### config.mk
export PLATFORM = sky130hd
export DESIGN_NAME = rst_seq_ctl_flat
export DESIGN_NICKNAME = d
export VERILOG_FILES = /design/src/rtl/rst_seq_pkg.sv /design/src/rtl/rst_seq_ctl_if.sv /design/src/rtl/rst_seq_cnt.sv /design/src/rtl/rst_seq_ctl.sv /design/src/flat_wrapper.sv
export SDC_FILE = /design/constraint.sdc
export NUM_CORES = 1
export LEC_CHECK = 0
export CORE_MARGIN = 2
export CORE_UTILIZATION = 25
export DETAILED_ROUTE_END_ITERATION = 8
export HOLD_SLACK_MARGIN = 0.03
export PLACE_DENSITY = 0.45
export SKIP_CTS_REPAIR_TIMING = 1
export SYNTH_ARGS = -nofsm -noshare
export SYNTH_HDL_FRONTEND = slang
export SYNTH_SLANG_ARGS = --single-unit
### constraint.sdc
create_clock -name CRCU_CLK -period 1.79 [get_ports CRCU_CLK]
set_input_delay 0.358 -clock CRCU_CLK [delete_from_list [all_inputs] [get_ports CRCU_CLK]]
set_output_delay 0.358 -clock CRCU_CLK [all_outputs]
set_load 0.03 [all_outputs]
### src/rtl/rst_seq_pkg.sv
// rtl/rst_seq_pkg.sv - shared types, defaults and cfg field layout for the reset sequencer
package rst_seq_pkg;

    localparam int NUM_DOM_DEF = 4;
    localparam int CNT_W_DEF   = 8;

    // Bit positions of the fields inside rst_seq_cfg_reg
    localparam int CFG_EN_LSB   = 0;
    localparam int CFG_POL_LSB  = 4;
    localparam int CFG_HOLD_LSB = 8;
    localparam int CFG_GAP_LSB  = 16;
    localparam int CFG_FLD_W    = 8;

    // Values held while CRCU_RST is high; they define the power-on sequence
    localparam logic [3:0] RST_DOM_EN   = 4'hF;
    localparam logic [3:0] RST_DOM_POL  = 4'hF;
    localparam logic [7:0] RST_HOLD_CYC = 8'd15;
    localparam logic [7:0] RST_GAP_CYC  = 8'd3;

    typedef enum logic [2:0] {
        ST_IDLE = 3'd0,
        ST_HOLD = 3'd1,
        ST_REL  = 3'd2,
        ST_GAP  = 3'd3,
        ST_DONE = 3'd4
    } seq_state_t;

endpackage

### src/rtl/rst_seq_ctl_if.sv
// rtl/rst_seq_ctl_if.sv - request/config/reset-output bundle of the reset sequencer
interface rst_seq_ctl_if import rst_seq_pkg::*; #(
    parameter int NUM_DOM = NUM_DOM_DEF
);

    logic               seq_req;
    logic [31:0]        rst_seq_cfg_reg;
    logic [NUM_DOM-1:0] rst_o;
    logic               busy;
    logic               done;

    modport master (
        output seq_req,
        output rst_seq_cfg_reg,
        input  rst_o,
        input  busy,
        input  done
    );

    modport slave (
        input  seq_req,
        input  rst_seq_cfg_reg,
        output rst_o,
        output busy,
        output done
    );

endinterface

### src/rtl/rst_seq_cnt.sv
// rtl/rst_seq_cnt.sv - loadable hold/gap down-counter that saturates at zero
module rst_seq_cnt #(
    parameter int               CNT_W   = 8,
    parameter logic [CNT_W-1:0] RST_VAL = '0
) (
    input  logic             clk,
    input  logic             rst,
    input  logic             load,
    input  logic [CNT_W-1:0] load_val,
    input  logic             dec,
    output logic             zero
);

    logic [CNT_W-1:0] cnt;

    assign zero = (cnt == '0);

    // Load has priority; a decrement request at zero is dropped so the count never wraps
    always_ff @(posedge clk or posedge rst) begin
        if (rst) begin
            cnt <= RST_VAL;
        end else if (load) begin
            cnt <= load_val;
        end else if (dec && !zero) begin
            cnt <= cnt - 1'b1;
        end
    end

endmodule

### src/rtl/rst_seq_ctl.sv
// rtl/rst_seq_ctl.sv - ordered multi-domain reset release sequencer
module rst_seq_ctl import rst_seq_pkg::*; #(
    parameter int NUM_DOM = NUM_DOM_DEF,
    parameter int CNT_W   = CNT_W_DEF
) (
    input  logic         CRCU_CLK,
    input  logic         CRCU_RST,
    rst_seq_ctl_if.slave bus
);

    localparam int               PTR_W    = (NUM_DOM > 1) ? $clog2(NUM_DOM) : 1;
    localparam logic [PTR_W-1:0] PTR_LAST = PTR_W'(NUM_DOM - 1);

    seq_state_t state;
    seq_state_t state_nxt;

    logic [PTR_W-1:0]   ptr;
    logic [NUM_DOM-1:0] sh_en;
    logic [NUM_DOM-1:0] sh_pol;
    logic [7:0]         sh_gap;
    logic [NUM_DOM-1:0] rst_q;

    logic               cnt_load;
    logic [CNT_W-1:0]   cnt_load_val;
    logic               cnt_dec;
    logic               cnt_zero;

    logic               seq_start;
    logic               rel_fire;
    logic               ptr_inc;

    logic [NUM_DOM-1:0] cfg_en;
    logic [NUM_DOM-1:0] cfg_pol;
    logic [7:0]         cfg_hold;
    logic [7:0]         unused_cfg_rsvd;

    assign cfg_en          = bus.rst_seq_cfg_reg[CFG_EN_LSB   +: NUM_DOM];
    assign cfg_pol         = bus.rst_seq_cfg_reg[CFG_POL_LSB  +: NUM_DOM];
    assign cfg_hold        = bus.rst_seq_cfg_reg[CFG_HOLD_LSB +: CFG_FLD_W];
    assign unused_cfg_rsvd = bus.rst_seq_cfg_reg[31:24];

    assign bus.rst_o = rst_q;
    assign bus.busy  = (state != ST_IDLE);
    assign bus.done  = (state == ST_DONE);

    // The hold count is shadowed inside the counter itself: it is loaded from cfg on the start edge
    rst_seq_cnt #(
        .CNT_W   (CNT_W),
        .RST_VAL (CNT_W'(RST_HOLD_CYC))
    ) u_cnt (
        .clk      (CRCU_CLK),
        .rst      (CRCU_RST),
        .load     (cnt_load),
        .load_val (cnt_load_val),
        .dec      (cnt_dec),
        .zero     (cnt_zero)
    );

    // State register; reset parks in HOLD so the power-on release runs without a request
    always_ff @(posedge CRCU_CLK or posedge CRCU_RST) begin
        if (CRCU_RST) begin
            state <= ST_HOLD;
        end else begin
            state <= state_nxt;
        end
    end

    // Next-state and per-cycle control strobes
    always_comb begin
        state_nxt    = state;
        cnt_load     = 1'b0;
        cnt_load_val = '0;
        cnt_dec      = 1'b0;
        seq_start    = 1'b0;
        rel_fire     = 1'b0;
        ptr_inc      = 1'b0;
        unique case (state)
            ST_IDLE: begin
                if (bus.seq_req) begin
                    seq_start    = 1'b1;
                    cnt_load     = 1'b1;
                    cnt_load_val = CNT_W'(cfg_hold);
                    state_nxt    = ST_HOLD;
                end
            end
            ST_HOLD, ST_GAP: begin
                if (cnt_zero) begin
                    state_nxt = ST_REL;
                end else begin
                    cnt_dec = 1'b1;
                end
            end
            ST_REL: begin
                rel_fire = 1'b1;
                if (ptr == PTR_LAST) begin
                    state_nxt = ST_DONE;
                end else begin
                    ptr_inc = 1'b1;
                    // A disabled domain still costs its REL cycle but skips the gap
                    if (sh_en[ptr]) begin
                        cnt_load     = 1'b1;
                        cnt_load_val = CNT_W'(sh_gap);
                        state_nxt    = ST_GAP;
                    end else begin
                        state_nxt = ST_REL;
                    end
                end
            end
            ST_DONE: begin
                state_nxt = ST_IDLE;
            end
            default: begin
                state_nxt = ST_IDLE;
            end
        endcase
    end

    // Config shadow, domain pointer and the physical reset outputs
    always_ff @(posedge CRCU_CLK or posedge CRCU_RST) begin
        if (CRCU_RST) begin
            ptr    <= '0;
            sh_en  <= NUM_DOM'(RST_DOM_EN);
            sh_pol <= NUM_DOM'(RST_DOM_POL);
            sh_gap <= RST_GAP_CYC;
            rst_q  <= NUM_DOM'(RST_DOM_POL);
        end else begin
            if (seq_start) begin
                ptr    <= '0;
                sh_en  <= cfg_en;
                sh_pol <= cfg_pol;
                sh_gap <= bus.rst_seq_cfg_reg[CFG_GAP_LSB +: CFG_FLD_W];
                // Enabled domains go to their asserted level, disabled ones sit at released level
                rst_q  <= ~(cfg_en ^ cfg_pol);
            end
            if (rel_fire && sh_en[ptr]) begin
                rst_q[ptr] <= ~sh_pol[ptr];
            end
            if (ptr_inc) begin
                ptr <= ptr + PTR_W'(1);
            end
        end
    end

endmodule
### src/flat_wrapper.sv
// flat-port wrapper written by rule: the top's interface ports become plain ports
module rst_seq_ctl_flat import rst_seq_pkg::*;
#(
    parameter int NUM_DOM = NUM_DOM_DEF,
    parameter int CNT_W   = CNT_W_DEF
)
  (CRCU_CLK, CRCU_RST, bus_seq_req, bus_rst_seq_cfg_reg, bus_rst_o, bus_busy, bus_done);
  rst_seq_ctl_if #(.NUM_DOM(NUM_DOM)) bus_i ();
  input  logic CRCU_CLK;
  input  logic CRCU_RST;
  input wire logic [$bits(bus_i.seq_req)-1:0] bus_seq_req;
  input wire logic [$bits(bus_i.rst_seq_cfg_reg)-1:0] bus_rst_seq_cfg_reg;
  output wire logic [$bits(bus_i.rst_o)-1:0] bus_rst_o;
  output wire logic [$bits(bus_i.busy)-1:0] bus_busy;
  output wire logic [$bits(bus_i.done)-1:0] bus_done;
  assign bus_i.seq_req = bus_seq_req;
  assign bus_i.rst_seq_cfg_reg = bus_rst_seq_cfg_reg;
  assign bus_rst_o = bus_i.rst_o;
  assign bus_busy = bus_i.busy;
  assign bus_done = bus_i.done;
  rst_seq_ctl #(.NUM_DOM(NUM_DOM), .CNT_W(CNT_W)) u_core (.CRCU_CLK(CRCU_CLK), .CRCU_RST(CRCU_RST), .bus(bus_i));
endmodule
==> results of run 1 <==
==> worst max path at each step <==
stage | from | to | slack (ns) | cells past startpoint
floorplan | u_core.u_cnt.cnt[0] | u_core.u_cnt.cnt[5] | 0.007 | 6
global placement | bus_seq_req | u_core.sh_gap[7] | -0.06 | 4
detailed placement | u_core.u_cnt.cnt[0] | u_core.u_cnt.cnt[5] | -0.07 | 6
CTS | u_core.u_cnt.cnt[0] | u_core.u_cnt.cnt[4] | -0.09 | 6
global route | u_core.u_cnt.cnt[1] | u_core.u_cnt.cnt[0] | -0.12 | 7
finish | u_core.u_cnt.cnt[1] | u_core.u_cnt.cnt[0] | -0.05 | 7
==> metrics by stage <==
stage / TNS (ns) / hold WS, ns / instance area, µm² / power (µW)
6_report: -0.157 / 0.412 / 2580 / 2530
5_1_grt: -0.583 / 0.430 / 2580 / 2740
4_1_cts: -0.657 / 0.413 / 2520 / 2490
3_5_place_dp: -0.609 / 0.494 / 2440 / 1910
3_3_place_gp: -0.553 / 0.491 / 2440 / 1910
2_1_floorplan: 0 / 0.460 / 1870 / 1560
==> cell families after synthesis <==
family                     count (synthesis)
AOI/OAI and AO/OA                         34
xor gates and xnor gates                   6
adders and majority gates                  6
buffers and inverters                     16
DFF                                       33
muxes                                     20
and+or+nand+nor                           41
==> final cells by class <==
class	instances	area [µm²]	share of cell area, %
clock buffers	6	72.6	2.81
well taps	99	124	4.79
repair buffers	54	519	20.1
clock inverters	2	10.0	0.387
flip-flops and latches	33	851	32.9
inverters	9	33.8	1.31
multi-input cells	107	975	37.7
==> critical path, cell delays in order (launching register included) <==
cell and delay [ns]:
dfstp_2 0.37, inv_2 0.07, ha_4 0.13, or4b_4 0.49, o21ai_4 0.28, buf_6 0.15, xnor2_2 0.06, o31ai_2 0.21
==> flip-flops by register name, summed over array words and instances, names as in the netlist <==
register / flops
u_core.sh_gap: 8
u_core.ptr: 2
u_core.bus.rst_o: 4
u_core.u_cnt.cnt: 8
u_core.state: 3
u_core.sh_pol: 4
u_core.sh_en: 4
==> layer usage <==
metal  wire length [µm]  vias to the layer above  track usage [%]
li1                   -                      688                -
met1               2020                      682             15.0
met2               1850                       31             15.9
met3                151                        7             2.50
met4                 99                        0             5.38
met5                  0                        -                0
==> power by group <==
group	internal (µW)	switching [µW]	total (µW)	leakage [µW]
Combinational	542	400	942	0.000681
Clock	269	276	545	0.0000450
Sequential	931	115	1050	0.000369
==> Yosys cell counts (all sizes together), types with 2 or more instances <==
| library cell | instances | share of area (%) |
|---|---|---|
| buf | 6 | 2.3 |
| nor2 | 2 | 0.40 |
| nand2b | 2 | 0.67 |
| or3 | 2 | 0.67 |
| nand4b | 2 | 0.94 |
| a31oi | 5 | 1.7 |
| mux4 | 2 | 2.6 |
| a221oi | 4 | 3.2 |
| and2 | 3 | 1.1 |
| o21ai | 6 | 2.2 |
| nor3b | 4 | 1.6 |
| a21oi | 4 | 1.1 |
| nor2b | 6 | 2.0 |
| mux2 | 17 | 10 |
| inv | 9 | 1.8 |
| nor4b | 3 | 3.0 |
| ha | 6 | 4.0 |
| dfrtp | 14 | 19 |
| xnor2 | 6 | 2.8 |
| a221o | 3 | 1.6 |
| o211ai | 4 | 1.6 |
| dfstp | 19 | 27 |
| nand2 | 11 | 2.2 |
==> results.yml, run 1 <==
setup_path:
  r2r-start: "u_core.u_cnt.cnt[1]"
  worstPathArrival_ns: 2.04
  crit_type: "register to register"
  start_kind: "register"
  r2r.worst_path.cells: 7
  ff2ff_setup_slack_ns: -0.05
  cp_max_fo: 6
  required_ns: 1.99
  cp-end-kind: "register"
  r2r-end: "u_core.u_cnt.cnt[0]"
logic_synthesis:
  syn_nets: 197
  ys_types: 45
  ys_ff_latch: 33
  synth_cells: 156
  synth_compound_area_share_pct: 15.1
  synth-edff-count: 0
  synth_top_family_by_area: "compound AO/OA/AOI/OAI gates"
  synth_xor_area_share_pct: 2.81
  yosys.area_share.simple_pct: 15.0
  yosys_warnings: 0
  synthArstFlopShare_pct: 100
  synthFlopType: "dfstp_2"
  synth_area_um2: 1870
  ys_seq_area_share_pct: 45.4
  synthAdderAreaFrac_pct: 4.01
  synth_mux_area_share_pct: 13.4
  postSynthAreaPerCell_um2: 12.0
clock_tree:
  path_clk_slew_ns: 0.07
  cts.sinks: 33
  root_buffer: "clkbuf_8"
  cts_buffer_depth: 2
  worstSkewPairLatency_ns: 0.29
  cts_tree: "built"
  cts_buffers: 5
  htree_levels: 2
drt:
  routed_wirelength_mm: 4.12
  vias: 1408
  ant_nets: 0
  routedWlPerCell_um: 13.3
  drtIter0Drc: 66
  drt-vias-per-instance: 4.54
  drc: 0
  dr.pass1.iters: 4
final_layout:
  final_util_pct: 35.6
  drive_gt1_share_pct: 40.8
  fillCellCount: 740
  mostFrequentLayoutCell: "clkdlybuf4s50_1"
  final_cell_mix: "clkdlybuf4s50_1, buf_4, dfstp_2"
  n_antenna_cell: 0
  final_nets: 251
  layout.cells.non_filler: 310
  syn_to_final_growth_pct: 38.1
die:
  die-width_um: 90.5
  die_area_um2: 8200
  ios: 41
  start_util_pct: 25.8
  rows: 31
  die_y_um: 90.5
  core_region_area_um2: 7250
timing:
  grt_setup_unrepaired: "yes"
  worst_slack_ns: -0.0468
  setup-violations-final: 5
  period_needed_ns: 1.84
  hold_violations: 0
  clock_skew_ns: 0.00857
  post-route-period-util_pct: 103
  maxSlewViolCount: 0
  max-slew-margin-rel_pct: 70.9
  tightest_slew_ns: 0.432
  fmax_mhz: 544
placement:
  place_ws_ns: -0.0690
  port_buffers: 32
  routabilityCongestion: 0.768
  place_inst: 300
  hpwl_mm: 3.06
global_routing:
  grt_start_max_net_pins: 34
  grt_pass1_wl_mm: 7.03
  grt_pass1_vias: 1415
  overflow: 0
  grt_usage_pct: 10.9
  grt_antenna_before_repair: 0
run_status:
  status: "complete, but fails checks"
  violations: "setup timing"
power:
  ir_drop_mv: 0.303
  p_leak_uw: 0.00109
  power_density_nw_per_um2: 980
run:
  cap_violations: 0
hold_path:
  worst_hold_path_type: "input pin to async pin"
Note: power is estimated with default switching activity, not from simulation.
==> run 2: changes to the inputs <==
- CORE_UTILIZATION: 25 -> 30
- PLACE_DENSITY: 0.45 -> 0.52
==> results.yml, run 2 (synthesized netlist as in run 1, its figures left out) <==
global_routing:
  grt_pass1_wl_mm: 7.33
  grt_start_max_net_pins: 34
  gr-usage-met1_pct: 17.4
  overflow: 0
  grt-busiest-layer: "met2"
  grt_usage_pct: 13.0
  grtUsageMet2_pct: 20.7
  grt_use_met3_pct: 2.68
  grt_antenna_before_repair: 0
  grt_pass1_vias: 1530
placement:
  place_inst: 279
  port_buffers: 32
  hpwl_mm: 3.20
  routabilityCongestion: 0.805
setup_path:
  start_kind: "register"
  r2r-start: "u_core.u_cnt.cnt[1]"
  worstPathArrival_ns: 2.03
  required_ns: 1.96
  crit_type: "register to register"
  crit_start: "u_core.u_cnt.cnt[1]"
  cp_max_fo: 7
  cp-end-kind: "register"
final_layout:
  top_regs: "u_core.sh_gap x8, u_core.u_cnt.cnt x8"
  final_nets: 253
  syn_to_final_growth_pct: 36.2
  drive_gt1_share_pct: 40.8
  n_antenna_cell: 0
  final_cell_mix: "clkdlybuf4s50_1, buf_4, dfstp_2"
  mostFrequentLayoutCell: "clkdlybuf4s50_1"
  fillCellCount: 548
  layout.cells.non_filler: 288
timing:
  maxSlewViolCount: 0
  grt_setup_unrepaired: "yes"
  finalSetupTns_ns: -0.215
  clock_skew_ns: 0.00236
  post-route-period-util_pct: 104
  tightest_slew_ns: 0.419
  max-slew-margin-rel_pct: 72.1
  setup-violations-final: 6
  worst_slack_ns: -0.0641
  fmax_mhz: 539
  hold_violations: 0
  period_needed_ns: 1.85
power:
  p_sw_share_pct: 32.3
  p_seq_share_pct: 42.2
  power_uw: 2510
  p_leak_uw: 0.00110
  combPwrFrac_pct: 35.5
  power_density_nw_per_um2: 985
  p_sw_uw: 810
  p_int_uw: 1700
  p_clk_share_pct: 22.3
  ir_drop_mv: 0.450
clock_tree:
  cts_buffers: 5
  cts_buffer_depth: 2
  htree_levels: 2
  cts.sinks: 33
  root_buffer: "clkbuf_8"
  cts_tree: "built"
  path_clk_slew_ns: 0.07
  worstSkewPairLatency_ns: 0.29
die:
  rows: 28
  start_util_pct: 31.2
  ios: 41
  core_region_area_um2: 5990
  die_area_um2: 6890
  die_y_um: 83.0
  die-width_um: 83.0
run_status:
  status: "complete, but fails checks"
  violations: "setup timing"
drt:
  ant_nets: 0
  drtIter0Drc: 79
  dr.pass1.iters: 4
  drc: 0
  routed_wirelength_mm: 4.21
  drt-vias-per-instance: 4.93
  routedWlPerCell_um: 14.6
  vias: 1420
hold_path:
  worst_hold_path_type: "input pin to async pin"
run:
  cap_violations: 0
-- run 2: cell types whose count changed in the layout (fill, tap and decap cells not counted), sizes merged --
cell      change
clkinvlp      +1
clkbuf        -1
buf           +2
-- run 2: power by group through the flow --
stage / Combinational (µW) / Sequential, µW / Clock (µW)
2_1_floorplan: 496 / 1060 / 0
3_3_place_gp: 839 / 1050 / 0
3_5_place_dp: 861 / 1060 / 0
4_1_cts: 870 / 1050 / 575
5_1_grt: 990 / 1080 / 614
6_report: 891 / 1060 / 561
-- run 2: area by class of cell --
class | count | area, µm² | area share [%]
clock buffers | 5 | 68.8 | 2.70
multi-input cells | 107 | 963 | 37.8
flip-flops and latches | 33 | 850 | 33.3
well taps | 75 | 93.8 | 3.68
clock inverters | 3 | 17.5 | 0.687
inverters | 9 | 33.8 | 1.33
repair buffers | 56 | 522 | 20.5
-- run 2: worst paths after layout --
check / to / slack [ns] / depth (start not counted)
hold / removal: u_core.sh_gap[3] / 0.46 / 3
min in group CRCU_CLK: u_core.u_cnt.cnt[7] / 0.51 / 2
setup reg to reg: u_core.u_cnt.cnt[5] / -0.06 / 6
hold reg to reg: u_core.u_cnt.cnt[7] / 0.51 / 2
setup / recovery: u_core.u_cnt.cnt[5] / -0.06 / 6
max in group asynchronous: u_core.bus.rst_o[3] / 1.01 / 3
-- run 2: metal layers --
| metal | routed length [µm] | up-vias | part of all wire [%] |
|---|---|---|---|
| met5 | 0 | - | 0 |
| met2 | 1980 | 37 | 47 |
| met4 | 71 | 0 | 1.7 |
| li1 | - | 692 | - |
| met1 | 1990 | 686 | 47 |
| met3 | 176 | 5 | 4.2 |
-- run 2: stage by stage --
step / utilization [%] / worst slack (ns) / hold slack, ns / instance area, µm²
after floorplan: - / 0.00743 / 0.460 / 1870
after global placement: 40.4 / -0.0747 / 0.482 / 2420
after detailed placement: 40.4 / -0.110 / 0.493 / 2420
after CTS: 41.8 / -0.144 / 0.471 / 2500
after global routing: 42.5 / -0.131 / 0.501 / 2550
final: 42.5 / -0.0641 / 0.455 / 2550
-- run 2: worst max-delay path, stage by stage (launching register included) --
cell	delay (ns)
dfstp_2	0.38
inv_2	0.07
ha_4	0.13
or4b_4	0.49
o21ai_4	0.27
o211ai_1	0.13
a221o_1	0.27
